## src/rtl/fir_pkg.sv

```systemverilog
// Shared constants, default coefficient bank and FSM state type for the
// time-multiplexed FIR scheduler.
package fir_pkg;

    localparam int width = 32;
    localparam int order = 8;
    localparam int ACC_W = 2 * width + $clog2(order);

    localparam logic signed [31:0] FIR_COEFFS [order] = '{1, 2, 3, 4, 5, 6, 7, 8};

    typedef enum logic [1:0] {
        IDLE,
        MAC,
        OUT
    } fir_sched_state_t;

    function automatic int fir_acc_width(input int w, input int o);
        return 2 * w + $clog2(o);
    endfunction

    // Instances with more taps than the default bank get zero-filled coefficients.
    function automatic logic signed [31:0] fir_default_coef(input int unsigned k);
        logic [$clog2(order)-1:0] idx;
        idx = k[$clog2(order)-1:0];
        return (k < order) ? FIR_COEFFS[idx] : '0;
    endfunction

endpackage

```

## src/rtl/fir_sample_ring.sv

```systemverilog
// Circular sample store: writes land one past the current pointer, reads are
// addressed as "k samples back from the newest" with modulo-order wrap.
module fir_sample_ring #(
    parameter int width = 32,
    parameter int order = 8
) (
    input  logic                       clk_i,
    input  logic                       clear_i,
    input  logic                       wr_en_i,
    input  logic [width-1:0]           wr_data_i,
    input  logic [$clog2(order)-1:0]   rd_tap_i,
    output logic [width-1:0]           rd_data_o
);

    localparam int AW = $clog2(order);
    localparam logic [AW-1:0] LAST = AW'(order - 1);

    logic [width-1:0] buf_q [order];
    logic [AW-1:0]    wr_ptr_q;
    logic [AW-1:0]    wr_ptr_d;
    logic [AW-1:0]    rd_idx;

    assign wr_ptr_d = (wr_ptr_q == LAST) ? '0 : wr_ptr_q + 1'b1;

    // Modulo-2^AW wrap of ptr+order-k is exact because the true index is < order.
    assign rd_idx = (wr_ptr_q >= rd_tap_i) ? (wr_ptr_q - rd_tap_i)
                                           : (wr_ptr_q + AW'(order) - rd_tap_i);
    assign rd_data_o = buf_q[rd_idx];

    always_ff @(posedge clk_i) begin
        if (clear_i) begin
            wr_ptr_q <= LAST;
            for (int unsigned i = 0; i < order; i++) begin
                buf_q[AW'(i)] <= '0;
            end
        end else if (wr_en_i) begin
            wr_ptr_q         <= wr_ptr_d;
            buf_q[wr_ptr_d]  <= wr_data_i;
        end
    end

endmodule

```

## src/rtl/fir_mac_scheduler.sv

```systemverilog
// FIR engine sequencing one shared multiply-accumulate across all taps per
// accepted sample, with a runtime-writable coefficient bank.
module fir_mac_scheduler #(
    parameter int width = fir_pkg::width,
    parameter int order = fir_pkg::order
) (
    input  logic                       clk,
    input  logic                       reset,
    input  logic                       in_valid,
    output logic                       in_ready,
    input  logic [width-1:0]           in_data,
    output logic                       out_valid,
    input  logic                       out_ready,
    output logic [width-1:0]           out_data,
    input  logic                       coef_we,
    input  logic [$clog2(order)-1:0]   coef_addr,
    input  logic [width-1:0]           coef_data,
    output logic                       coef_err,
    output logic                       busy
);

    import fir_pkg::*;

    localparam int AW     = $clog2(order);
    localparam int PW     = 2 * width;
    localparam int ACC_LW = fir_acc_width(width, order);
    localparam logic [AW-1:0] LAST_K = AW'(order - 1);

    fir_sched_state_t         state_q;
    logic [AW-1:0]            k_q;
    logic signed [ACC_LW-1:0] acc_q;
    logic signed [ACC_LW-1:0] acc_d;
    logic signed [width-1:0]  coef_q [order];
    logic                     out_valid_q;
    logic [width-1:0]         out_data_q;
    logic                     coef_err_q;

    logic [width-1:0]         tap_sample;
    logic signed [PW-1:0]     product;
    logic                     accept;
    logic                     addr_ok;

    if ((1 << AW) == order) begin : g_addr_full
        assign addr_ok = 1'b1;
    end else begin : g_addr_chk
        assign addr_ok = (int'(coef_addr) < order);
    end

    assign accept = (state_q == IDLE) && in_valid;

    fir_sample_ring #(
        .width (width),
        .order (order)
    ) u_ring (
        .clk_i     (clk),
        .clear_i   (reset),
        .wr_en_i   (accept),
        .wr_data_i (in_data),
        .rd_tap_i  (k_q),
        .rd_data_o (tap_sample)
    );

    assign product = PW'(coef_q[k_q]) * PW'($signed(tap_sample));
    assign acc_d   = acc_q + ACC_LW'(product);

    always_ff @(posedge clk) begin
        if (reset) begin
            state_q     <= IDLE;
            k_q         <= '0;
            acc_q       <= '0;
            out_valid_q <= 1'b0;
            out_data_q  <= '0;
            coef_err_q  <= 1'b0;
            for (int unsigned i = 0; i < order; i++) begin
                coef_q[AW'(i)] <= width'(fir_default_coef(i));
            end
        end else begin
            coef_err_q <= 1'b0;
            // Coefficient update shares the accept edge, so MAC sees the new value.
            if (coef_we) begin
                if (state_q == IDLE && addr_ok) begin
                    coef_q[coef_addr] <= coef_data;
                end else begin
                    coef_err_q <= 1'b1;
                end
            end
            unique case (state_q)
                IDLE: begin
                    if (in_valid) begin
                        acc_q   <= '0;
                        k_q     <= '0;
                        state_q <= MAC;
                    end
                end
                MAC: begin
                    acc_q <= acc_d;
                    if (k_q == LAST_K) begin
                        state_q     <= OUT;
                        out_valid_q <= 1'b1;
                        out_data_q  <= acc_d[width-1:0];
                    end else begin
                        k_q <= k_q + 1'b1;
                    end
                end
                OUT: begin
                    if (out_ready) begin
                        out_valid_q <= 1'b0;
                        state_q     <= IDLE;
                    end
                end
                default: state_q <= IDLE;
            endcase
        end
    end

    assign in_ready  = (state_q == IDLE);
    assign busy      = (state_q != IDLE);
    assign out_valid = out_valid_q;
    assign out_data  = out_data_q;
    assign coef_err  = coef_err_q;

endmodule

```

## config.mk

```make
export PLATFORM = sky130hd
export DESIGN_NAME = fir_mac_scheduler
export DESIGN_NICKNAME = d
export VERILOG_FILES = /design/src/rtl/fir_pkg.sv /design/src/rtl/fir_sample_ring.sv /design/src/rtl/fir_mac_scheduler.sv
export SDC_FILE = /design/constraint.sdc
export NUM_CORES = 2
export LEC_CHECK = 0
export CAP_MARGIN = 40
export CORE_AREA = 2 2 239 288
export CTS_CLUSTER_DIAMETER = 30
export DETAILED_ROUTE_END_ITERATION = 10
export DIE_AREA = 0 0 241 290
export PLACE_DENSITY = 0.88
export SLEW_MARGIN = 25
export SYNTH_ARGS = -nofsm -noshare
export SYNTH_HDL_FRONTEND = slang
export SYNTH_SLANG_ARGS = --single-unit
```

## constraint.sdc

```tcl
create_clock -name clk -period 12.63 [get_ports clk]
set_clock_uncertainty 0.15 [all_clocks]
set_input_delay 2.526 -clock clk [delete_from_list [all_inputs] [get_ports clk]]
set_output_delay 2.526 -clock clk [all_outputs]
set_load 0.01 [all_outputs]
```

==> results.txt <==
The clock-pin slew on the worst setup and hold paths is roughly 0.060 ns. The count of nets left with antenna violations after detail routing is 0. The portion of the post-synthesis area used by sequential elements came out at 0.397. The I/O pin count came out at approximately 110. The buffer levels on the longest clock path is 3. Ranked by total cell area, the synthesized netlist is headed by edfxtp_1, fa_1, and2_1, mux4_2, inv_1.

The total of flip-flops plus latches after synthesis is approximately 590. Counting stages on the worst path, the most repeated cell is fa_1. The number of warnings issued by yosys came out at 0. The total setup violations reported at the end of the flow came out at 0.

The clock net sink count came out at 589. The slew at the pin closest to its max-slew limit is between 0.8 and 0.9 ns. Setup repair after global routing left no endpoint under its margin. After detailed routing, the number of remaining DRC violations is 0. Dividing the detail-routed wire length by the instance count gives roughly 26 um. Yosys instantiated no cell more often than inv_1. Input and output buffers added on the ports amount to 107. The distinct cell type count after synthesis is 66. The average vias per placed instance is around 6.3.

The first global-routing pass estimated ~190 mm of wire. The number of max-cap violations is 0. The final worst setup slack is 2.04 ns. The die height is around 290 um. Hold repair after CTS inserted 0 buffers. The run finished with clean final reports. The worst slew slack as a fraction of its limit came out at 0.401.

The post-synthesis net count came out at around 4,400. The first-pass iteration count of the detailed router is 8. Signal routing reaches up to met5. The H-tree depth reported by CTS came out at 3.

The CTS tree is done. The post-route clock period utilization is 0.838. The area inside the core boundary is around 67,000 sq um. The class of the most critical setup path is reg2reg. The total negative slack for setup checks is 0 ns. After synthesis, the share of flip-flops with an asynchronous set or reset is 0.

The mean area per synthesized cell came out at about 11 sq um. The commonest cells after synthesis are inv_1, edfxtp_1, and2_1, fa_1, nor2_1. The class of the tightest hold or removal check is reg2reg. The slowest cell on the critical path is xnor3_2. The length of routed met3 wiring is about 16 mm. The DRC marker count from the first detailed-route iteration is about 4,000. For this run, the leading register cell type out of synthesis is edfxtp_1. Counting the buffers created by CTS gives 92. The via count of the first global-routing pass is about 33,000.

The maximum fanout along the worst path came out at 29. The proportion of netlist area held by the largest area contributor came out at 0.361. The total routed wirelength came out at 123 mm. Of the cells placed in the final design, the portion with a size suffix greater than 1 is 0.137. The worst setup path is captured at a register.

The detailed-route wire length on metal 1 is between 30 and 40 mm. The die covers about 70,000 sq um. The highest attainable clock frequency came out at about 0.094 GHz. The final hold violation count came out at 0. The time the worst path needs with I/O delays and setup came out at between 10 and 15 ns. The global-route congestion overflow total is 0. The net count of the finished layout is about 4,500. The number of resized instances in the post-cts repair step is 0. The number of buffer and inverter stages on the critical path is 8. The gate family responsible for the most delay along the worst path is adder cells. The clock reaches the later pin of the worst-skew pair after just under 0.7 ns. The buffers inserted during post-CTS setup optimization came out at 0. The global routing usage summed across all routing layers came out at 0.364. Synthesis produced a netlist whose cell count is approximately 3,700. The mapped netlist covers approximately 43,000 sq um. The number of rows in the core area is 104. STA classifies the critical path startpoint as a register. The area growth from synthesis to layout is 13.9%. The count of final max-slew check failures was 0. For the worst setup path, the data required time is ~13 ns.

The number of enable flip-flop cells after synthesis came out at roughly 510. The number of vias in the routed layout is approximately 30,000. Entering global routing, the biggest net connects 60 pins.

The root buffer cell chosen for the clock tree is clkbuf_16. The total length of routed met2 wires is between 50 and 60 mm. For this configuration, the core starts out at a cell density of 0.637. The largest single stage delay on the critical path is between 0.7 and 0.8 ns. The initial antenna violation count is 7. The critical path data arrival time is 10.98 ns. Routability-driven placement finished with a final weighted congestion of 0.972. Measured along the x axis, the die boundary spans around 240 um. The final hold slack came out at about 0.30 ns. The synthesized design spends more area on one cell type than any other, namely edfxtp_1. The placed wire-length estimate is between 70 and 80 mm. The pre-CTS setup slack is about 2.2 ns.
-- tightest hold or removal path, delay by kind of cell, from the launching register on --
kind,cells,cell delay (ns)
AO/OA/AOI/OAI,1,0.05
flip-flops,1,0.30
AND/OR/NAND/NOR,1,0.05
-- through the flow --
| stage | instances | instance area [sq um] | util |
|---|---|---|---|
| after floorplan | 3723 | 42600 | - |
| after global placement | 4601 | 44600 | 0.667 |
| after detailed placement | 4630 | 45100 | 0.675 |
| after CTS | 4802 | 48400 | 0.724 |
| after global routing | 4812 | 48500 | 0.726 |
| final | 4812 | 48500 | 0.726 |
-- final cells by class --
type / instances / area [sq um]
multi-input combinational: 2410 / 23000
tap: 901 / 1130
clock inverter: 73 / 930
antenna: 2 / 5.00
sequential: 589 / 16900
inverter: 529 / 1990
timing repair buffer: 209 / 2140
fill: 3919 / 18300
clock buffer: 99 / 2380
-- sequential cells by signal, summed over array words and instances, names as in the netlist, named ones only --
name and count:
out_valid 1, k_q 3, out_data 32, acc_q 32, coef_err 1, u_ring.buf_q 256, u_ring.wr_ptr_q 3, coef_q 256
state_q 2
-- cell families (layout without fill, tap and decap cells) --
kind of cell    after synthesis  count (layout)  synth area share
flops                       589             589             0.397
simple gates               1420            1420             0.172
fa+ha+maj                   595             595             0.252
xor+xnor                     84              84            0.0186
other cells                   0               2                 0
mux                         175             175            0.0737
buf+inv                     724             910            0.0663
compound gates              136             136            0.0200
-- worst paths after layout --
| check | from | end | slack (ns) | cells after the start |
|---|---|---|---|---|
| setup / recovery | u_ring.wr_ptr_q[0]$_SDFFE_PP1P_ | out_data[28]$_SDFFE_PP0P_ | 2.04 | 36 |
| hold / removal | out_data[23]$_SDFFE_PP0P_ | out_data[23]$_SDFFE_PP0P_ | 0.30 | 2 |
| setup reg to reg | u_ring.wr_ptr_q[0]$_SDFFE_PP1P_ | out_data[28]$_SDFFE_PP0P_ | 2.04 | 36 |
| hold reg to reg | out_data[23]$_SDFFE_PP0P_ | out_data[23]$_SDFFE_PP0P_ | 0.30 | 2 |
-- cells in the final DEF (no fill, tap or decap), types with 9 or more instances in the layout --
| cell | n |
|---|---|
| inv_1 | 529 |
| edfxtp_1 | 512 |
| and2_1 | 505 |
| fa_1 | 438 |
| nor2_1 | 404 |
| nand2_1 | 190 |
| ha_1 | 155 |
| mux4_2 | 106 |
| clkdlybuf4s50_1 | 106 |
| or2_2 | 101 |
| clkbuf_16 | 94 |
| buf_4 | 76 |
| dfxtp_1 | 74 |
| xnor2_1 | 70 |
| nand2b_1 | 66 |
| a21oi_1 | 63 |
| nand3_1 | 61 |
| mux2i_1 | 33 |
| nor2b_1 | 20 |
| mux2i_2 | 18 |
| o21ai_0 | 13 |
| clkinv_2 | 13 |
| nor2_2 | 12 |
| or3_1 | 12 |
| buf_12 | 12 |
| a21o_1 | 11 |
| bufinv_16 | 11 |
| inv_6 | 11 |
| xor2_1 | 10 |
| a22oi_1 | 10 |
| mux2_2 | 9 |
| clkinv_1 | 9 |
-- routing by layer --
layer / vias up / track usage
met2: 2434 / 0.570
met4: 8 / 0.255
li1: 12200 / -
met5: - / 0
met3: 723 / 0.109
met1: 14800 / 0.432
Power is not shown: default switching activity piles up to over one toggle a cycle in this logic, so the estimate is an artifact.
